## src/rtl/mod_n_updown_counter.sv

```systemverilog
// mod_n_updown_counter: modulo-MODULUS up/down counter with parallel load,
// wrap or saturate boundary handling, and range-checked loads.
//
// Parameters
//   WIDTH    counter / data width
//   MODULUS  count range 0..MODULUS-1, legal 2..2**WIDTH
// Ports
//   clock     rising-edge clock
//   reset     synchronous active-high reset
//   enable    permit counting
//   load      parallel load of data_in (beats enable)
//   up_down   1 = count up, 0 = count down
//   sat_mode  0 = wrap at boundary, 1 = hold at boundary
//   data_in   load value
//   count     registered count
//   tc        combinational terminal count for the selected direction
//   wrap      registered one-cycle boundary-wrap pulse
//   sat       registered flag: count is being held at a boundary
//   load_err  registered one-cycle pulse: load value was >= MODULUS
module mod_n_updown_counter #(
  parameter int unsigned WIDTH   = 4,
  parameter int unsigned MODULUS = 14
) (
  input  logic             clock,
  input  logic             reset,
  input  logic             enable,
  input  logic             load,
  input  logic             up_down,
  input  logic             sat_mode,
  input  logic [WIDTH-1:0] data_in,
  output logic [WIDTH-1:0] count,
  output logic             tc,
  output logic             wrap,
  output logic             sat,
  output logic             load_err
);

  // One extra bit so MODULUS = 2**WIDTH is representable.
  localparam int unsigned EW = WIDTH + 1;
  localparam logic [EW-1:0] MOD_EXT = EW'(MODULUS);
  localparam logic [EW-1:0] MAX_EXT = EW'(MODULUS - 1);

  logic [EW-1:0]    count_ext;
  logic [EW-1:0]    data_ext;
  logic             at_max;
  logic             at_zero;
  logic [WIDTH-1:0] count_nxt;
  logic             wrap_nxt;
  logic             sat_nxt;
  logic             load_err_nxt;

  assign count_ext = {1'b0, count};
  assign data_ext  = {1'b0, data_in};
  assign at_max    = (count_ext == MAX_EXT);
  assign at_zero   = (count == '0);

  // Terminal count follows direction only, not enable.
  assign tc = up_down ? at_max : at_zero;

  // Next-state: load > count > hold; flags default low so they pulse.
  always_comb begin
    count_nxt    = count;
    wrap_nxt     = 1'b0;
    sat_nxt      = 1'b0;
    load_err_nxt = 1'b0;
    if (load) begin
      if (data_ext < MOD_EXT) begin
        count_nxt = data_in;
      end else begin
        count_nxt    = WIDTH'(MAX_EXT);
        load_err_nxt = 1'b1;
      end
    end else if (enable) begin
      if (up_down) begin
        if (at_max) begin
          if (sat_mode) begin
            sat_nxt = 1'b1;
          end else begin
            count_nxt = '0;
            wrap_nxt  = 1'b1;
          end
        end else begin
          count_nxt = WIDTH'(count_ext + EW'(1));
        end
      end else begin
        if (at_zero) begin
          if (sat_mode) begin
            sat_nxt = 1'b1;
          end else begin
            count_nxt = WIDTH'(MAX_EXT);
            wrap_nxt  = 1'b1;
          end
        end else begin
          count_nxt = WIDTH'(count_ext - EW'(1));
        end
      end
    end
  end

  // State and flag registers.
  always_ff @(posedge clock) begin
    if (reset) begin
      count    <= '0;
      wrap     <= 1'b0;
      sat      <= 1'b0;
      load_err <= 1'b0;
    end else begin
      count    <= count_nxt;
      wrap     <= wrap_nxt;
      sat      <= sat_nxt;
      load_err <= load_err_nxt;
    end
  end

endmodule

```

## config.mk

```make
export PLATFORM = sky130hd
export DESIGN_NAME = mod_n_updown_counter
export DESIGN_NICKNAME = d
export VERILOG_FILES = /design/src/rtl/mod_n_updown_counter.sv
export SDC_FILE = /design/constraint.sdc
export NUM_CORES = 1
export LEC_CHECK = 0
export BUFFER_PORTS_ARGS = -buffer_cell sky130_fd_sc_hd__buf_2
export CORE_AREA = 10 10 47 49
export CTS_CLUSTER_DIAMETER = 40
export CTS_CLUSTER_SIZE = 25
export DETAILED_ROUTE_END_ITERATION = 8
export DIE_AREA = 0 0 57 59
export SLEW_MARGIN = 20
export SYNTH_ARGS = -nofsm -noshare
export SYNTH_HDL_FRONTEND = slang
export SYNTH_SLANG_ARGS = --single-unit
```

## constraint.sdc

```tcl
create_clock -name clock -period 3.3 [get_ports clock]
set_input_delay 0.825 -clock clock [delete_from_list [all_inputs] [get_ports clock]]
set_output_delay 0.825 -clock clock [all_outputs]
set_load 0.01 [all_outputs]
```

### Word-level counts from Yosys, hierarchy flattened

Index checks and enable logic that the tools add are counted.

* flip-flop bits (word level): 7
* input bits: 10
* output and inout bits: 8
* word-level logic and storage cells: 35

* add/sub/neg operators: 2
* order comparisons: 1
* eq/ne operators: 3
* muxes and demuxes: 18
* bitwise logic cells: 2
* reductions and logical operators: 5

Operators with widths (count)
* 4-bit two-way mux: 8
* 1-bit two-way mux: 10
* 4-bit inequality test, second input constant: 2
* 4-bit by 1-bit adder with 4-bit output, second input constant: 1
* 4-bit equality test, second input constant: 1
* 4-bit zero test: 1
* 4-bit < comparator, second input constant: 1
* 4-bit by 1-bit subtractor with 4-bit output, second input constant: 1
* 3-bit AND reduction: 1
* 3-bit OR reduction: 1
* 1-bit inverter: 2
* 2-bit nonzero test: 1
* 2-bit OR reduction: 1

### Depth between registers and ports, before layout

Gate-level depths: netlist of run 1.

* depth in word-level cells: 5
* mapped depth: 5
* depth with buffers taken out: 4

### Least setup slack after synthesis of run 1

OpenSTA, ideal clock, no wires.

* path type: input port to output port
* start point: input port up_down
* end point: output port tc
* arrival: 1.673 ns
* data required time: 2.475 ns
* setup slack: 0.802 ns
* cell stages on the path: 3
* path buffers: 1
* cells stage by stage: clkbuf_1 -> or4_4 -> a21oi_1

* cells in the longest elaborated chain, start to end: 1

Ends and longest elaborated chain
* from (decl): line 28 `input logic up_down,`
* 1-bit two-way mux: line 58 `assign tc = up_down ? at_max : at_zero;`
* to (decl): line 32 `output logic tc,`

No other way between the ends.

### Final worst setup path of run 1

Same ends and word-level chain as after synthesis.

==> results by group, run 1 <==
Outcome
  • Status: finished, final reports clean

Floorplanning
  • Die width: 57 um
  • IO Count: 18
  • Die area: ~0.0034 mm^2
  • Chip height: roughly 59 um
  • Initial core utilization: 0.366
  • Core area: 0.00140 mm^2
  • # rows: 14

Synthesis
  • Syn nets: 75
  • Post-synth top cells: dfxtp_1, nand2_1, clkbuf_1, nor2_1
  • Post-synthesis simple-gate area fraction: 0.278
  • Synth cell types: 36
  • Share of the synthesized area in the top cell type: 0.273
  • Top-count cell post-synth: dfxtp_1
  • Post-synthesis sequential area ratio: 0.273
  • EDFF count, synth: 0
  • Main synth FF type: dfxtp_1
  • Cells after Synth: 65
  • Largest family of logic cells by synthesized area: compound AO/OA/AOI/OAI gates
  • Netlist Area Pre-Place: between 500 and 600 um^2
  • Leading area contributor after synthesis: dfxtp_1
  • Number of synthesized register bits: 7
  • Synth Area in XOR/XNOR: 0.0171
  • FFs w/ async S/R, synth: 0
  • Dominant cells by area after synthesis: dfxtp_1, nand2_1, a21oi_1
  • Syn_area_per_cell: 7.89 um^2
  • Yosys warns: 0
  • Post-synthesis mux area share: 0
  • Compound-Gate Fraction of Synth Area: 0.334
  • Synth Area in Adders: 0

Placed design
  • Cells after DPL: between 90 and 100
  • DP HPWL: ~980 um
  • IO buf count: 17
  • Placer Congestion: 0.755

Pwr
  • Clock power frac: 0.327
  • Internal Pwr Total: 0.000163 W
  • Combinational power share: 0.240
  • Peak supply drop: roughly 210 uV
  • Leakage: approximately 0.27 nW
  • Sequential share of power: 0.434
  • Sw Share: 0.311
  • Switching power: 0.0000733 W
  • Pwr dens: between 300 and 400 mW/mm^2

STA
  • Final Hold Fails: 0
  • Final period util: 0.777
  • Fmax: 390 MHz
  • Final setup skew: 0.00582 ns
  • Unrepaired setup endpoints after global routing: no
  • Worst Tran Pin Value: a little over 0.4 ns
  • Rel. slew slack: 0.726
  • Fin crit period: about 2.6 ns
  • Pins Over Slew Limit: 0
  • Fin Setup TNS: 0 ns
  • Setup violators final: 0

Clock network
  • CTS Buf Count: 3
  • Post-CTS Setup Bufs: 0
  • CTS tree: yes
  • H-tree depth: 1
  • Clk slew on worst S/H paths: roughly 0.050 ns
  • Clock Path Buffers: 2
  • Root buf cell: clkbuf_4
  • Post-CTS Hold Fix Bufs: 0
  • Post-cts sizing count: 0
  • Clock Latency Late Sink: between 0.2 and 0.3 ns
  • Clk sinks: 7

Final layout
  • Final layout net count: 90
  • Final Non-Filler Cells: 95
  • Ant. Diodes: 0
  • Post-layout util: 0.435
  • Area Growth Syn to Fin: 18.8%
  • Share of layout cells above drive strength 1: 0.291

Critical path
  • Critical Path AT: ~1.7 ns
  • Worst Setup End Kind: output pin
  • Startpoint Class: input pin
  • Crit path kind: in2out
  • Max FO, Critical Path: 8
  • Worst endpoint required time: around 2.5 ns

Global routing
  • GRT Total Usage: 0.0812
  • GRT Residual Overflow: 0
  • First-pass GRT wire length: between 2000 and 2500 um
  • Antenna violations before repair: 0
  • Largest net degree at the start of global routing: 15
  • Number of global-route vias before repair: 495

Detailed routing
  • Routed Antenna Nets: 0
  • Residual DRC count: 0
  • Routed len/inst: roughly 13 um
  • DRT Wirelength: 1250 um
  • Via count: about 540
  • Vias/cell: around 5.7
  • Pre-antenna DRT Iters: 4
  • DR iter-0 viols: 13

Job
  • Max_cap viols: 0

Hold path
  • Hold Path Class: in2reg
## kinds of logic (layout without fill, tap and decap cells)
logic type	after synthesis	count (layout)
compound gates	21	21
simple gates	25	25
flops	7	7
xor+xnor	1	1
buf+inv	11	25
## power by group through the flow
stage           logic, W  clock network, W  registers [W]
2_1_floorplan  0.0000461                 0      0.0000980
3_3_place_gp   0.0000568                 0       0.000104
3_5_place_dp   0.0000570                 0       0.000104
4_1_cts        0.0000572         0.0000809       0.000102
5_1_grt        0.0000639         0.0000903       0.000104
6_report       0.0000565         0.0000770       0.000102
## registers in the layout, summed over array words and instances, names as in the netlist
name,cells
wrap,1
load_err,1
count,4
sat,1
## path summary, 6_finish.rpt
kind                               from                    end  slack, ns  cells past startpoint
hold / removal                 sat_mode        wrap$_SDFF_PP0_       0.75                      2
setup reg to reg  count[2]$_SDFFE_PP0P_  count[0]$_SDFFE_PP0P_       1.31                      4
setup / recovery                up_down                     tc       0.74                      4
hold reg to reg   count[1]$_SDFFE_PP0P_  count[1]$_SDFFE_PP0P_       0.78                      2
## layout make-up
cell class / instances / area [um^2]
fillers: 176 / 792
clock buffers: 4 / 26.3
repair buffers: 17 / 85.1
well taps: 16 / 20.0
multi-input cells: 47 / 323
inverters: 4 / 15.0
flip-flops and latches: 7 / 140
## per-layer routing
| layer | up-vias | track usage | routed length [um] |
|---|---|---|---|
| li1 | 275 | - | - |
| met1 | 251 | 0.101 | 575 |
| met2 | 10 | 0.121 | 610 |
| met3 | 2 | 0.0408 | 57 |
| met4 | 0 | 0.0201 | 8 |
| met5 | - | 0 | 0 |
## worst max-delay path: stages
cell	delay (ns)
buf_2	0.14
or4_4	0.43
a21oi_1	0.17
buf_2	0.16
## through the flow
| step | worst slack, ns | total power [W] | hold slack, ns | cell area (um^2) |
|---|---|---|---|---|
| 3_5_place_dp | 0.731 | 0.000161 | 0.776 | 583 |
| 3_3_place_gp | 0.745 | 0.000161 | 0.775 | 583 |
| 5_1_grt | 0.711 | 0.000258 | 0.738 | 609 |
| 2_1_floorplan | 0.802 | 0.000144 | 0.773 | 513 |
| 4_1_cts | 0.729 | 0.000240 | 0.740 | 609 |
| 6_report | 0.737 | 0.000236 | 0.746 | 609 |
## cells in the final DEF, fill, tap and decap left out, drive strengths merged, types with 2 or more instances in the layout
| cell | count |
|---|---|
| buf | 17 |
| dfxtp | 7 |
| nand2 | 6 |
| nor2 | 5 |
| a21oi | 4 |
| inv | 4 |
| clkbuf | 4 |
| nor3 | 2 |
| or3 | 2 |
| nand4b | 2 |
| a211oi | 2 |
| a211o | 2 |
| a2111oi | 2 |
Note: power is estimated with default switching activity, not from simulation.
==> run 2, diff against run 1 <==
- ABC_AREA: not set -> 1
- PLACE_DENSITY: not set -> 0.69
- clock period: 3.3 -> 2.1 ns (I/O delays scaled with it)
==> results by group, run 2 <==
Outcome
  • Status: finished, final reports clean

Floorplanning
  • # rows: 14
  • Die width: 57 um
  • Core area: approximately 0.0014 mm^2
  • Initial core utilization: 0.383
  • IO Count: 18
  • Die area: 0.00336 mm^2
  • Chip height: 59 um

Detailed routing
  • Via count: 624
  • Routed len/inst: 11.6 um
  • DR iter-0 viols: 14
  • Routed Antenna Nets: 0
  • Vias/cell: between 5 and 6
  • DRT Wirelength: 1440 um
  • Residual DRC count: 0
  • Pre-antenna DRT Iters: 4

Pwr
  • Leakage: 0.345 nW
  • Pwr dens: ~630 mW/mm^2
  • Peak supply drop: roughly 360 uV

Final layout
  • Ant. Diodes: 0
  • Fill cells: 157
  • Commonest cells after routing, fill and taps aside: nand2_1, buf_2, nand3_1, nor2_1
  • Max reg flops: 4
  • Commonest non-fill, non-tap cell in the layout: nand2_1
  • Final layout net count: between 100 and 150
  • Share of layout cells above drive strength 1: 0.315
  • Top reg by flops: count
  • Area Growth Syn to Fin: 21.4%

STA
  • Fin Setup TNS: 0 ns
  • Worst Tran Pin Value: 0.354 ns
  • Rel. slew slack: 0.764
  • Unrepaired setup endpoints after global routing: no
  • Final period util: 0.901
  • Pins Over Slew Limit: 0
  • Final Hold Fails: 0
  • Final Hold Slack: 0.480 ns
  • Final setup skew: 0.00573 ns
  • Fmax: 529 MHz
  • Setup violators final: 0
  • Fin crit period: ~1.9 ns

Clock network
  • Post-CTS Hold Fix Bufs: 0
  • Root buf cell: clkbuf_4
  • Post-cts sizing count: 0
  • CTS Buf Count: 3
  • Clk slew on worst S/H paths: ~0.05 ns
  • Clk sinks: 7
  • H-tree depth: 1
  • Clock Latency Late Sink: ~0.26 ns
  • CTS tree: yes
  • Post-CTS Setup Bufs: 0
  • Clock Path Buffers: 2

Synthesis
  • Main synth FF type: dfxtp_1
  • Netlist Area Pre-Place: between 500 and 600 um^2
  • Syn_area_per_cell: 6.03 um^2
  • Syn nets: 99
  • FFs w/ async S/R, synth: 0
  • Post-synthesis sequential area ratio: 0.261
  • Share of the synthesized area in the top cell type: 0.261
  • Cells after Synth: just under 90
  • Top-count cell post-synth: nand2_1
  • Yosys warns: 0
  • Number of synthesized register bits: 7
  • Post-synth top cells: nand2_1, nand3_1, nor2_1
  • Synth cell types: 19
  • Dominant cells by area after synthesis: dfxtp_1, nand2_1, nand3_1
  • Leading area contributor after synthesis: dfxtp_1
  • EDFF count, synth: 0

Critical path
  • Worst Setup End Kind: output pin
  • Startpoint Class: flip-flop
  • Worst endpoint required time: 1.57 ns
  • Critical Path AT: between 1 and 1.5 ns
  • Max FO, Critical Path: 9
  • Crit path kind: reg2out
  • Worst R2R Path Depth: 7

Global routing
  • First-pass GRT wire length: around 2400 um
  • GRT Residual Overflow: 0
  • Largest net degree at the start of global routing: 10
  • Antenna violations before repair: 0
  • Number of global-route vias before repair: around 570
  • GRT Total Usage: 0.0871

Placed design
  • Placer Congestion: approximately 0.86
  • DP HPWL: between 1000 and 1500 um
  • IO buf count: 17

Hold path
  • Hold path cells: 2
  • Hold Path Class: in2reg

Job
  • Max_cap viols: 0
-- run 2: cell count changes in the layout (fill, tap and decap cells not counted), sizes merged, moves of 6 or more --
cell / change
inv: +6
nand2: +25
nand3: +11
nor2: +9
o21ai: +6
-- run 2: final cells by class --
cell class | instances | area, um^2 | share of cell area
well taps | 16 | 20.0 | 0.0307
flip-flops and latches | 7 | 140 | 0.215
multi-input cells | 70 | 343 | 0.526
repair buffers | 17 | 85.1 | 0.131
clock buffers | 4 | 26.3 | 0.0403
inverters | 10 | 37.5 | 0.0576
-- run 2: worst paths after layout --
check                             start                     to  slack [ns]
setup reg to reg  count[2]$_SDFFE_PP0P_  count[0]$_SDFFE_PP0P_        0.78
hold reg to reg   count[1]$_SDFFE_PP0P_  count[1]$_SDFFE_PP0P_        0.62
setup / recovery  count[0]$_SDFFE_PP0P_                     tc        0.21
hold / removal                    reset  count[1]$_SDFFE_PP0P_        0.48
-- run 2: metrics by stage --
stage          power [W]  std cells  setup WS (ns)  utilization  cell area (um^2)
2_1_floorplan   0.000248         89          0.639            -               537
3_3_place_gp    0.000283        120          0.451        0.446               626
3_5_place_dp    0.000283        120          0.430        0.446               626
4_1_cts         0.000411        124          0.202        0.465               652
5_1_grt         0.000434        124         0.0937        0.465               652
6_report        0.000408        124          0.209        0.465               652
-- run 2: layer usage --
metal	vias to the layer above	GRT usage	part of all wire
met1	271	0.102	0.48
li1	324	-	-
met2	24	0.136	0.44
met3	5	0.0258	0.060
met4	0	0.0537	0.024
met5	-	0	0
-- run 2: where the power goes --
group / total, W / switching (W) / internal [W]
clock: 0.000128 / 0.0000551 / 0.0000729
sequential: 0.000159 / 0.0000178 / 0.000142
combinational: 0.000121 / 0.0000748 / 0.0000463
-- run 2: logic make-up (layout without fill, tap and decap cells) --
group                  Yosys count  after routing  synth area share
AND/OR/NAND/NOR                 62             62             0.557
buffers and inverters           12             31             0.100
AO/OA/AOI/OAI                    8              8            0.0816
flip-flops                       7              7             0.261
-- run 2: worst max-delay path: stages (launching register included) --
cell	delay, ns
dfxtp_1	0.53
nand2_2	0.14
o21ai_1	0.17
nand2_1	0.10
inv_2	0.06
buf_2	0.12
==> run 3, diff against run 2 <==
- CTS_BUF_LIST: not set -> sky130_fd_sc_hd__clkbuf_16
==> results by group, run 3 (same netlist as run 2, synthesis figures left out) <==
STA
  • Final Hold Fails: 0
  • Final setup skew: ~0.0037 ns
  • Fmax: 533 MHz
  • Final period util: 0.893
  • Setup violators final: 0
  • Fin Setup TNS: 0 ns
  • Fin crit period: roughly 1.9 ns
  • Rel. slew slack: 0.770
  • Pins Over Slew Limit: 0
  • Worst Tran Pin Value: between 0.3 and 0.4 ns
  • Unrepaired setup endpoints after global routing: no

Detailed routing
  • Pre-antenna DRT Iters: 4
  • Routed Antenna Nets: 0
  • DRT Wirelength: around 1500 um
  • Vias/cell: between 5 and 6
  • DR iter-0 viols: 20
  • Routed len/inst: 12.3 um
  • Via count: about 630
  • Residual DRC count: 0

Critical path
  • CP delay by family, top: flip-flops
  • Worst endpoint required time: ~1.6 ns
  • Slowest cell on crit path: dfxtp_1
  • Crit path kind: reg2out
  • Worst Path Buf+Inv: 2
  • CP Cell Sequence: nand2_2 > o21ai_1 > nand2_1 > inv_2 > buf_2
  • Max FO, Critical Path: 8
  • Worst Setup End Kind: output pin
  • Critical Path AT: 1.35 ns
  • Slowest cell delay on critical path: 0.49 ns
  • Startpoint Class: flip-flop

Pwr
  • Leakage: around 0.37 nW
  • Sequential share of power: 0.261
  • Clock power frac: 0.537
  • Combinational power share: 0.202
  • Pwr dens: 871 mW/mm^2
  • Switching power: ~0.00018 W
  • Peak supply drop: between 300 and 400 uV
  • Sw Share: 0.287
  • Internal Pwr Total: around 0.00044 W

Final layout
  • Top reg by flops: count
  • Ant. Diodes: 0
  • Share of layout cells above drive strength 1: 0.315
  • Commonest non-fill, non-tap cell in the layout: nand2_1
  • Fill cells: roughly 150
  • Post-layout util: 0.503
  • Commonest cells after routing, fill and taps aside: nand2_1, buf_2, nand3_1, nor2_1, inv_1
  • Final Non-Filler Cells: approximately 120
  • Max reg flops: 4
  • Final layout net count: 119
  • Area Growth Syn to Fin: 31.2%

Global routing
  • GRT Total Usage: 0.0915
  • Met3 Usage GRT: 0.0258
  • Number of global-route vias before repair: approximately 600
  • M2 GR Usage: 0.153
  • Met1 GRT Util: 0.103
  • GRT Max-Usage Layer: met2
  • Antenna violations before repair: 0
  • GRT Residual Overflow: 0
  • First-pass GRT wire length: about 2500 um
  • Largest net degree at the start of global routing: 10

Clock network
  • Clock Latency Late Sink: approximately 0.24 ns
  • CTS tree: yes
  • Post-cts sizing count: 0
  • CTS Buf Count: 3
  • Clock Path Buffers: 2
  • Clk sinks: 7
  • H-tree depth: 1
  • Clk slew on worst S/H paths: approximately 0.040 ns
  • Post-CTS Setup Bufs: 0
  • Root buf cell: clkbuf_16
  • Post-CTS Hold Fix Bufs: 0

Floorplanning
  • Die area: ~0.0034 mm^2
  • Core area: between 0.001 and 0.0015 mm^2
  • # rows: 14
  • Initial core utilization: 0.383
  • IO Count: 18
  • Chip height: just under 60 um
  • Die width: 57 um

Job
  • Max_cap viols: 0

Placed design
  • DP HPWL: 1180 um
  • Cells after DPL: between 100 and 150
  • Placer Congestion: around 0.86
  • IO buf count: 17

Outcome
  • Status: finished, final reports clean

Hold path
  • Hold Path Class: in2reg
==> run 3: cell count changes in the layout (fill, tap and decap cells not counted) <==
| cell | previous run | this run |
|---|---|---|
| inv_1 | 7 | 8 |
| clkbuf_4 | 3 | 0 |
| clkbuf_1 | 1 | 0 |
| clkbuf_16 | 0 | 3 |
==> run 3: path summary, 6_finish.rpt <==
check	cells past startpoint	endpoint	slack (ns)	start
max	5	tc	0.22	count[2]$_SDFFE_PP0P_
min	2	count[1]$_SDFFE_PP0P_	0.50	reset
max reg2reg	7	count[0]$_SDFFE_PP0P_	0.77	count[2]$_SDFFE_PP0P_
min reg2reg	2	count[1]$_SDFFE_PP0P_	0.62	count[1]$_SDFFE_PP0P_
==> run 3: cell type report <==
cell class | count | area, um^2 | share of cell area
Multi-Input combinational cell | 70 | 343 | 0.487
Sequential cell | 7 | 140 | 0.199
Inverter | 10 | 37.5 | 0.0533
Tap cell | 16 | 20.0 | 0.0284
Clock inverter | 1 | 3.75 | 0.00533
Timing Repair Buffer | 17 | 85.1 | 0.121
Clock buffer | 3 | 75.1 | 0.107
==> run 3: worst register-to-register path, stage by stage, from the launching register on <==
cell     delay (ns)
dfxtp_1        0.49
nand2_2        0.15
nor2_4         0.15
nand3_2        0.09
nand2_2        0.10
nor2_4         0.05
o21ai_1        0.16
nor2_2         0.04
==> run 3: metrics by stage <==
step	instance area [um^2]	power [W]	hold slack [ns]	setup slack (ns)
after floorplan	537	0.000248	0.587	0.639
after global placement	626	0.000283	0.601	0.451
after detailed placement	626	0.000283	0.603	0.430
after CTS	704	0.000616	0.499	0.234
after global routing	704	0.000636	0.520	0.131
final	704	0.000613	0.500	0.225
==> run 3: metal layers <==
| layer | up-vias | share of wire |
|---|---|---|
| li1 | 322 | - |
| met1 | 279 | 0.46 |
| met2 | 26 | 0.47 |
| met3 | 2 | 0.059 |
| met4 | 0 | 0.0092 |
| met5 | - | 0 |
==> run 3: power by group through the flow <==
stage	clock, W	combinational [W]	sequential, W
after floorplan	0	0.0000889	0.000159
after global placement	0	0.000121	0.000162
after detailed placement	0	0.000122	0.000162
after CTS	0.000333	0.000124	0.000160
after global routing	0.000334	0.000141	0.000161
final	0.000330	0.000124	0.000160
